`src/rtl/pattern_seq_pkg.sv`:
```
// Shared types and default timing constants for the pattern sequencer.
// Raster totals are derived from the four segment widths of each axis.
package pattern_seq_pkg;

   localparam int H_ACTIVE_D           = 640;
   localparam int H_FP_D               = 16;
   localparam int H_SYNC_D             = 96;
   localparam int H_BP_D               = 48;
   localparam int V_ACTIVE_D           = 480;
   localparam int V_FP_D               = 10;
   localparam int V_SYNC_D             = 2;
   localparam int V_BP_D               = 33;
   localparam int SYNC_ACTIVE_LOW_D    = 1;
   localparam int NUM_PATTERNS_D       = 8;
   localparam int FRAMES_PER_PATTERN_D = 60;

   // Storage width for a pattern index; covers any NUM_PATTERNS up to 256.
   localparam int PAT_W_MAX = 8;

   function automatic int h_total(input int active, input int fp, input int sync, input int bp);
      return active + fp + sync + bp;
   endfunction

   function automatic int v_total(input int active, input int fp, input int sync, input int bp);
      return active + fp + sync + bp;
   endfunction

   typedef enum logic [1:0] {
      IDLE,
      RUN,
      DRAIN
   } seq_state_e;

   typedef struct packed {
      logic                 auto_mode;
      logic [PAT_W_MAX-1:0] pattern;
   } seq_cfg_t;

endpackage

```
`src/rtl/video_timing_gen.sv`:
```
// Horizontal/vertical raster counters with registered de/sync/frame-start decode.
// start loads pixel (0,0), advance steps one pixel, clear returns to the idle output state.
module video_timing_gen
   import pattern_seq_pkg::*;
#(
   parameter int H_ACTIVE        = H_ACTIVE_D,
   parameter int H_FP            = H_FP_D,
   parameter int H_SYNC          = H_SYNC_D,
   parameter int H_BP            = H_BP_D,
   parameter int V_ACTIVE        = V_ACTIVE_D,
   parameter int V_FP            = V_FP_D,
   parameter int V_SYNC          = V_SYNC_D,
   parameter int V_BP            = V_BP_D,
   parameter int SYNC_ACTIVE_LOW = SYNC_ACTIVE_LOW_D
) (
   input  logic       clk_in,
   input  logic       rst_in,
   input  logic       start_in,
   input  logic       advance_in,
   input  logic       clear_in,
   output logic [9:0] x_out,
   output logic [9:0] y_out,
   output logic       de_out,
   output logic       hsync_out,
   output logic       vsync_out,
   output logic       frame_start_out,
   output logic       last_pixel_out
);

   localparam logic [9:0] H_LAST   = 10'(h_total(H_ACTIVE, H_FP, H_SYNC, H_BP) - 1);
   localparam logic [9:0] V_LAST   = 10'(v_total(V_ACTIVE, V_FP, V_SYNC, V_BP) - 1);
   localparam logic [9:0] H_ACT    = 10'(H_ACTIVE);
   localparam logic [9:0] V_ACT    = 10'(V_ACTIVE);
   localparam logic [9:0] HS_BEGIN = 10'(H_ACTIVE + H_FP);
   localparam logic [9:0] HS_END   = 10'(H_ACTIVE + H_FP + H_SYNC);
   localparam logic [9:0] VS_BEGIN = 10'(V_ACTIVE + V_FP);
   localparam logic [9:0] VS_END   = 10'(V_ACTIVE + V_FP + V_SYNC);
   localparam logic       SYNC_OFF = (SYNC_ACTIVE_LOW != 0);

   logic [9:0] h_q, h_d, v_q, v_d;
   logic       de_q, de_d, hs_q, hs_d, vs_q, vs_d, fs_q, fs_d;

   always_comb begin
      // NOTE: every signal gets a default before any branch, so no path leaves one unassigned and no latch is inferred.
      h_d  = h_q;
      v_d  = v_q;
      de_d = de_q;
      hs_d = hs_q;
      vs_d = vs_q;
      fs_d = fs_q;
      if (clear_in) begin
         h_d  = '0;
         v_d  = '0;
         de_d = 1'b0;
         hs_d = SYNC_OFF;
         vs_d = SYNC_OFF;
         fs_d = 1'b0;
      end else if (start_in || advance_in) begin
         if (start_in) begin
            h_d = '0;
            v_d = '0;
         end else if (h_q == H_LAST) begin
            h_d = '0;
            v_d = (v_q == V_LAST) ? '0 : v_q + 10'd1;
         end else begin
            h_d = h_q + 10'd1;
         end
         // Decode from the next counter values so every output flop describes the same pixel.
         de_d = (h_d < H_ACT) && (v_d < V_ACT);
         hs_d = ((h_d >= HS_BEGIN) && (h_d < HS_END)) ? !SYNC_OFF : SYNC_OFF;
         vs_d = ((v_d >= VS_BEGIN) && (v_d < VS_END)) ? !SYNC_OFF : SYNC_OFF;
         fs_d = (h_d == '0) && (v_d == '0);
      end
   end

   // NOTE: state flops use non-blocking assignments so every flop samples pre-edge values regardless of statement order.
   always_ff @(posedge clk_in or posedge rst_in) begin
      if (rst_in) begin
         h_q  <= '0;
         v_q  <= '0;
         de_q <= 1'b0;
         hs_q <= SYNC_OFF;
         vs_q <= SYNC_OFF;
         fs_q <= 1'b0;
      end else begin
         h_q  <= h_d;
         v_q  <= v_d;
         de_q <= de_d;
         hs_q <= hs_d;
         vs_q <= vs_d;
         fs_q <= fs_d;
      end
   end

   assign x_out           = h_q;
   assign y_out           = v_q;
   assign de_out          = de_q;
   assign hsync_out       = hs_q;
   assign vsync_out       = vs_q;
   assign frame_start_out = fs_q;
   assign last_pixel_out  = (h_q == H_LAST) && (v_q == V_LAST);

endmodule

```
`src/rtl/pattern_sequencer.sv`:
```
// Video test-pattern sequencer: run/drain FSM, frame-aligned config handshake, pattern selection.
// Define PATTERN_SEQ_FRAME_CNT_EN to add the 16-bit frame_cnt_out completed-frame counter.
module pattern_sequencer
   import pattern_seq_pkg::*;
#(
   parameter int H_ACTIVE           = H_ACTIVE_D,
   parameter int H_FP               = H_FP_D,
   parameter int H_SYNC             = H_SYNC_D,
   parameter int H_BP               = H_BP_D,
   parameter int V_ACTIVE           = V_ACTIVE_D,
   parameter int V_FP               = V_FP_D,
   parameter int V_SYNC             = V_SYNC_D,
   parameter int V_BP               = V_BP_D,
   parameter int SYNC_ACTIVE_LOW    = SYNC_ACTIVE_LOW_D,
   parameter int NUM_PATTERNS       = NUM_PATTERNS_D,
   parameter int FRAMES_PER_PATTERN = FRAMES_PER_PATTERN_D,
   localparam int PSEL_W            = (NUM_PATTERNS > 1) ? $clog2(NUM_PATTERNS) : 1
) (
   input  logic              clk_in,
   input  logic              rst_in,
   input  logic              en_in,
   input  logic              cfg_valid_in,
   output logic              cfg_ready_out,
   input  logic              cfg_auto_in,
   input  logic [PSEL_W-1:0] cfg_pattern_in,
   output logic              vsync_out,
   output logic              hsync_out,
   output logic              de_out,
   output logic [9:0]        x_out,
   output logic [9:0]        y_out,
   output logic              frame_start_out,
   output logic [PSEL_W-1:0] pattern_sel_out
`ifdef PATTERN_SEQ_FRAME_CNT_EN
   ,
   output logic [15:0]       frame_cnt_out
`endif
);

   localparam int                   FCW      = (FRAMES_PER_PATTERN > 1) ? $clog2(FRAMES_PER_PATTERN) : 1;
   localparam logic [FCW-1:0]       FPP_LAST = FCW'(FRAMES_PER_PATTERN - 1);
   localparam logic [PAT_W_MAX-1:0] PAT_LAST = PAT_W_MAX'(NUM_PATTERNS - 1);

   seq_state_e     state_q, state_d;
   seq_cfg_t       active_q, active_d, pend_q, pend_d;
   logic           pend_valid_q, pend_valid_d;
   logic [FCW-1:0] fpp_cnt_q, fpp_cnt_d;
   logic           tg_start, tg_advance, tg_clear, last_pixel, boundary, cfg_fire;

   video_timing_gen #(
      .H_ACTIVE        (H_ACTIVE),
      .H_FP            (H_FP),
      .H_SYNC          (H_SYNC),
      .H_BP            (H_BP),
      .V_ACTIVE        (V_ACTIVE),
      .V_FP            (V_FP),
      .V_SYNC          (V_SYNC),
      .V_BP            (V_BP),
      .SYNC_ACTIVE_LOW (SYNC_ACTIVE_LOW)
   ) u_timing (
      .clk_in          (clk_in),
      .rst_in          (rst_in),
      .start_in        (tg_start),
      .advance_in      (tg_advance),
      .clear_in        (tg_clear),
      .x_out           (x_out),
      .y_out           (y_out),
      .de_out          (de_out),
      .hsync_out       (hsync_out),
      .vsync_out       (vsync_out),
      .frame_start_out (frame_start_out),
      .last_pixel_out  (last_pixel)
   );

   always_comb begin
      state_d    = state_q;
      tg_start   = 1'b0;
      tg_advance = 1'b0;
      tg_clear   = 1'b0;
      unique case (state_q)
         IDLE: begin
            if (en_in) begin
               state_d  = RUN;
               tg_start = 1'b1;
            end
         end
         RUN: begin
            tg_advance = 1'b1;
            if (!en_in) state_d = DRAIN;
         end
         DRAIN: begin
            if (en_in) begin
               state_d    = RUN;
               tg_advance = 1'b1;
            end else if (last_pixel) begin
               state_d  = IDLE;
               tg_clear = 1'b1;
            end else begin
               tg_advance = 1'b1;
            end
         end
         default: begin
            state_d  = IDLE;
            tg_clear = 1'b1;
         end
      endcase
   end

   assign boundary      = (state_q != IDLE) && last_pixel;
   assign cfg_fire      = cfg_valid_in && !pend_valid_q;
   assign cfg_ready_out = !pend_valid_q;

   always_comb begin
      active_d     = active_q;
      pend_d       = pend_q;
      pend_valid_d = pend_valid_q;
      fpp_cnt_d    = fpp_cnt_q;
      // A pending config outranks an auto advance landing on the same boundary.
      if (pend_valid_q && ((state_q == IDLE) || boundary)) begin
         active_d     = pend_q;
         pend_valid_d = 1'b0;
         fpp_cnt_d    = '0;
      end else if (boundary && active_q.auto_mode) begin
         if (fpp_cnt_q == FPP_LAST) begin
            fpp_cnt_d        = '0;
            active_d.pattern = (active_q.pattern == PAT_LAST) ? '0 : active_q.pattern + PAT_W_MAX'(1);
         end else begin
            fpp_cnt_d = fpp_cnt_q + FCW'(1);
         end
      end
      if (cfg_fire) begin
         pend_valid_d     = 1'b1;
         pend_d.auto_mode = cfg_auto_in;
         pend_d.pattern   = (int'(cfg_pattern_in) >= NUM_PATTERNS) ? '0 : PAT_W_MAX'(cfg_pattern_in);
      end
   end

   always_ff @(posedge clk_in or posedge rst_in) begin
      if (rst_in) begin
         state_q      <= IDLE;
         active_q     <= '0;
         pend_q       <= '0;
         pend_valid_q <= 1'b0;
         fpp_cnt_q    <= '0;
      end else begin
         state_q      <= state_d;
         active_q     <= active_d;
         pend_q       <= pend_d;
         pend_valid_q <= pend_valid_d;
         fpp_cnt_q    <= fpp_cnt_d;
      end
   end

   assign pattern_sel_out = active_q.pattern[PSEL_W-1:0];

`ifdef PATTERN_SEQ_FRAME_CNT_EN
   logic [15:0] frame_cnt_q, frame_cnt_d;

   always_comb begin
      frame_cnt_d = frame_cnt_q;
      if (boundary) frame_cnt_d = frame_cnt_q + 16'd1;
   end

   always_ff @(posedge clk_in or posedge rst_in) begin
      if (rst_in) frame_cnt_q <= '0;
      else        frame_cnt_q <= frame_cnt_d;
   end

   assign frame_cnt_out = frame_cnt_q;
`endif

endmodule

```
`config.mk`:
```
export PLATFORM = sky130hd
export DESIGN_NAME = pattern_sequencer
export DESIGN_NICKNAME = d
export VERILOG_FILES = /design/src/rtl/pattern_seq_pkg.sv /design/src/rtl/video_timing_gen.sv /design/src/rtl/pattern_sequencer.sv
export SDC_FILE = /design/constraint.sdc
export NUM_CORES = 1
export LEC_CHECK = 0
export ABC_CLOCK_PERIOD_IN_PS = 4610
export CELL_PAD_IN_SITES_DETAIL_PLACEMENT = 0
export CELL_PAD_IN_SITES_GLOBAL_PLACEMENT = 2
export CORE_MARGIN = 1.5
export CORE_UTILIZATION = 37
export CTS_CLUSTER_DIAMETER = 60
export DETAILED_ROUTE_END_ITERATION = 8
export GPL_ROUTABILITY_DRIVEN = 0
export GPL_TIMING_DRIVEN = 0
export PLACE_DENSITY = 0.83
export SLEW_MARGIN = 0
export SYNTH_ARGS = -nofsm -noshare
export SYNTH_HDL_FRONTEND = slang
export SYNTH_SLANG_ARGS = --single-unit
```
`constraint.sdc`:
```
create_clock -name clk_in -period 4.61 [get_ports clk_in]
set_clock_uncertainty 0.2 [all_clocks]
set_input_delay 0.922 -clock clk_in [delete_from_list [all_inputs] [get_ports clk_in]]
set_output_delay 0.922 -clock clk_in [all_outputs]
set_load 0.03 [all_outputs]
```
==> tab_implementation.tex <==
\begin{tabular}{lr}
\hline
Metric & Value \\
\hline
\multicolumn{2}{l}{\textbf{Synth}} \\
Post-Synthesis Net Count & 376 \\
Share of cell area taken by muxes after synthesis & 3.55\% \\
Synth async-reset ratio & 100\% \\
Main combinational cell family by area after synthesis & simple AND/OR/NAND/NOR gates \\
Count of mapped cells out of synthesis & 359 \\
Share of the synthesized area in compound gates (AO/OA/AOI/OAI) & 17.5\% \\
Ys flop type & sky130\_fd\_sc\_hd\_\_dfrtp\_1 \\
Main area contributors after synthesis & sky130\_fd\_sc\_hd\_\_dfrtp\_1, sky130\_fd\_sc\_hd\_\_a21oi\_1, sky130\_fd\_sc\_hd\_\_nand2\_1 \\
Simple-gate share of the synthesized area & 28.7\% \\
Top-area cell type share of the netlist area & 36.3\% \\
Mean Syn Cell Area & 8.45 um\^{}2 \\
Netlist Area Pre-Place & 0.00303 mm\^{}2 \\
Number of distinct library cells after synthesis & 58 \\
Number of enable flip-flop cells after synthesis & 0 \\
Synthesized-area fraction occupied by xor and xnor cells & 4.33\% \\
Synthesized flop and latch total & 46 \\
Fraction of the mapped netlist area in adder cells & 3.71\% \\
Portion of the post-synthesis area used by sequential elements & 38.0\% \\
Yosys warning total & 0 \\
Cell taking the most area after synthesis & sky130\_fd\_sc\_hd\_\_dfrtp\_1 \\
\multicolumn{2}{l}{\textbf{Setup path}} \\
Start point of the critical path & en\_in \\
Element type at the critical path end & flip-flop \\
Arrival time reported for the critical path endpoint & 3550 ps \\
R2r startpoint & u\_timing.x\_out[0] \\
Maximum fanout encountered on the critical timing path & 10 \\
Type of origin of the critical path & input pin \\
Critical path class & input pin to flip-flop \\
Number of cell instances on the worst register-to-register path & 7 \\
Required time of the critical path & 4580 ps \\
\multicolumn{2}{l}{\textbf{Floorplan}} \\
Vertical extent of the die & 93.6 um \\
Row count & 32 \\
Full die area & 0.00875 mm\^{}2 \\
Core region area & 0.00785 mm\^{}2 \\
I/O pin cnt & 36 \\
Effective utilization at floorplan & 38.7\% \\
Die boundary width & 93.6 um \\
\multicolumn{2}{l}{\textbf{Run status}} \\
Status & completed \\
\multicolumn{2}{l}{\textbf{Layout}} \\
Layout filler cell count & 818 \\
Area taken by multi-input logic gates & 0.00175 mm\^{}2 \\
Net count reported at finish & 419 \\
Area taken by flip-flops and latches & 0.00115 mm\^{}2 \\
Post-route design area & 0.00364 mm\^{}2 \\
Layout overhead on the synthesized area & 20.0\% \\
Antenna diode instance count & 0 \\
Most common cell after layout, fill and taps aside & sky130\_fd\_sc\_hd\_\_dfrtp\_1 \\
Proportion of layout cells with a drive suffix above 1 & 8.93\% \\
Top library cells by usage in the layout, fill and taps aside & sky130\_fd\_sc\_hd\_\_dfrtp\_1, sky130\_fd\_sc\_hd\_\_nand2\_1, sky130\_fd\_sc\_hd\_\_nor2\_1, sky130\_fd\_sc\_hd\_\_clkdlybuf4s50\_1, sky130\_fd\_sc\_hd\_\_a21oi\_1 \\
\multicolumn{2}{l}{\textbf{Clocking}} \\
Clock Pin Slew Worst Setup and Hold Paths & 90 ps \\
Hold-fix buffer count after cts & 0 \\
Number of sinks handled by clock tree synthesis & 46 \\
Number of buffers created by CTS & 5 \\
Number of instances resized during post-cts repair & 0 \\
Clock tree from TritonCTS & done \\
Number of buffers added for setup after CTS & 0 \\
Clock latency on the worst-skew pair & 310 ps \\
Number of buffers between clock root and the deepest sink & 2 \\
Number of H-tree levels & 2 \\
Cell at the root of the clock tree & sky130\_fd\_sc\_hd\_\_clkbuf\_8 \\
\multicolumn{2}{l}{\textbf{Timing}} \\
Final hold violation count & 0 \\
Total setup violations reported at the end of the flow & 0 \\
Final slew viol count & 0 \\
Worst slew slack as a fraction of its limit & 37.3\% \\
Unrepaired setup endpoints after global routing & no \\
Fmax & 280 MHz \\
Final TNS setup & 0 ps \\
Final worst path period share & 77.5\% \\
Worst-margin pin slew & 932 ps \\
Final worst path period need & 3570 ps \\
\multicolumn{2}{l}{\textbf{Routing}} \\
Mean routed wirelength per cell & 16.8 um \\
Remaining design rule violation count & 0 \\
Antenna viol nets, final & 0 \\
Wire length reported by the detailed router & 8490 um \\
Via/cell ratio & 5.55 \\
Number of iterations in the first detailed-routing pass & 4 \\
Count of vias placed by the detailed router & 2,804 \\
Initial DRC count & 168 \\
\multicolumn{2}{l}{\textbf{Global route}} \\
Number of antenna violations at the first check in global routing & 0 \\
Global-route usage over all layers & 20.9\% \\
Remaining global-route overflow & 0 \\
Pin count of the biggest net entering global routing & 30 \\
Global-route wire length before repair & 14,100 um \\
Via count of the first global-routing pass & 2,642 \\
\multicolumn{2}{l}{\textbf{Placement}} \\
Area of placed instances & 0.00353 mm\^{}2 \\
Count of port buffers added during placement & 35 \\
Final HPWL from detailed placement & 6220 um \\
\multicolumn{2}{l}{\textbf{Pwr}} \\
Final total power & 1.66 mW \\
IR Drop Worst-Case VDD & 0.160 mV \\
Clock group share of total power & 18.8\% \\
PwrDens & 455 mW/mm\^{}2 \\
Switch Pwr & 0.748 mW \\
Fraction of power consumed by combinational cells & 49.4\% \\
Fraction of power spent switching nets & 45.1\% \\
Sequential cell fraction of total power & 31.8\% \\
Leakage Power & 1.45 nW \\
Int Power & 0.909 mW \\
\multicolumn{2}{l}{\textbf{Worst hold path}} \\
Min-Delay Path Class & flip-flop to flip-flop \\
Number of cells on the worst hold path & 1 \\
Min-delay src & active\_q[7] \\
\multicolumn{2}{l}{\textbf{Flow run}} \\
Count of max-cap constraint violations & 0 \\
\hline
\end{tabular}
==> registers in the layout, summed over array words and instances (netlist names) <==
signal                    flops
u_timing.x_out               10
pattern_sel_out               3
pend_q                        4
u_timing.y_out               10
u_timing.hsync_out            1
pend_valid_q                  1
u_timing.vsync_out            1
u_timing.frame_start_out      1
fpp_cnt_q                     6
state_q                       2
active_q                      6
u_timing.de_out               1
==> path summary, 6_finish.rpt <==
kind                                                 end  slack (ps)
max in group asynchronous             u_timing.vsync_out        2890
worst min register to register               active_q[7]         280
min in group asynchronous                    active_q[7]         730
worst min-delay path                         active_q[7]         280
worst max register to register  u_timing.frame_start_out        1300
worst max-delay path                   u_timing.y_out[9]        1040
==> through the flow <==
| step | std cells | worst slack [ps] | util (%) | hold WS, ps |
|---|---|---|---|---|
| finish | 505 | 1040 | 46.4 | 284 |
| global route | 505 | 787 | 46.4 | 317 |
| CTS | 505 | 1060 | 46.4 | 284 |
| detailed placement | 497 | 742 | 45.0 | 268 |
| global placement | 496 | 714 | 44.8 | 262 |
| floorplan | 359 | 1790 | - | 237 |
==> worst max-delay path, stage by stage <==
cell and delay, ps:
sky130_fd_sc_hd__clkdlybuf4s50_1 600, sky130_fd_sc_hd__nand2_1 210, sky130_fd_sc_hd__and2_1 240, sky130_fd_sc_hd__a21oi_1 640
sky130_fd_sc_hd__clkbuf_1 530, sky130_fd_sc_hd__o21ai_0 180, sky130_fd_sc_hd__a21oi_1 170, sky130_fd_sc_hd__nor2_1 50
==> cell type report <==
cell class,instances,area share [%]
clock buffers,6,1.99
plain buffers,19,2.47
multi-input cells,284,48.1
repair buffers,36,10.2
well taps,102,3.50
flip-flops and latches,46,31.7
clock inverters,2,1.03
inverters,10,1.03
==> cell usage after synthesis, types with 2 or more instances <==
library cell               number
sky130_fd_sc_hd__nand2_1       38
sky130_fd_sc_hd__or4_1          3
sky130_fd_sc_hd__nor4_4         2
sky130_fd_sc_hd__nor2b_1        7
sky130_fd_sc_hd__o21ai_0       26
sky130_fd_sc_hd__a21o_1         2
sky130_fd_sc_hd__clkbuf_1      10
sky130_fd_sc_hd__nor2_4         2
sky130_fd_sc_hd__mux2_2         6
sky130_fd_sc_hd__a31oi_1        4
sky130_fd_sc_hd__mux2i_1        4
sky130_fd_sc_hd__nor2_1        36
sky130_fd_sc_hd__buf_4          3
sky130_fd_sc_hd__and3_1         7
sky130_fd_sc_hd__inv_1         10
sky130_fd_sc_hd__and2_1         4
sky130_fd_sc_hd__xnor2_1        7
sky130_fd_sc_hd__dfstp_2        2
sky130_fd_sc_hd__xor2_1         8
sky130_fd_sc_hd__buf_2          6
sky130_fd_sc_hd__nor3_1         9
sky130_fd_sc_hd__dfrtp_1       44
sky130_fd_sc_hd__or3_1          5
sky130_fd_sc_hd__o31ai_1        4
sky130_fd_sc_hd__nand3b_1       3
sky130_fd_sc_hd__nand4_1        9
sky130_fd_sc_hd__a211oi_1       2
sky130_fd_sc_hd__nand3_1       11
sky130_fd_sc_hd__nand2b_1       6
sky130_fd_sc_hd__ha_1           9
sky130_fd_sc_hd__a21oi_1       32
sky130_fd_sc_hd__nor4_1         9
sky130_fd_sc_hd__nor3b_1        3
sky130_fd_sc_hd__o21bai_1       2
==> cells by family after synthesis <==
group | count (synthesis)
and+or+nand+nor | 161
adders and majority gates | 9
AOI/OAI and AO/OA | 89
xor gates and xnor gates | 15
buffers and inverters | 29
DFF | 46
muxes | 10
==> power groups by stage <==
stage               clock [mW]  sequential, mW  combinational [mW]
CTS                      0.319           0.527               0.819
global placement             0           0.535               0.816
detailed placement           0           0.536               0.817
finish                   0.312           0.527               0.819
global route             0.337           0.539               0.897
floorplan                    0           0.550               0.526
==> layer usage <==
| layer | track usage [%] | vias up | part of all wire [%] | wire, um |
|---|---|---|---|---|
| li1 | - | 1379 | - | - |
| met1 | 33.1 | 1356 | 54 | 4540 |
| met2 | 29.0 | 62 | 42 | 3560 |
| met3 | 3.17 | 7 | 3.5 | 297 |
| met4 | 4.98 | 0 | 1.0 | 86 |
| met5 | 0 | - | 0 | 0 |
No activity file was read; power rests on OpenSTA's default activity.
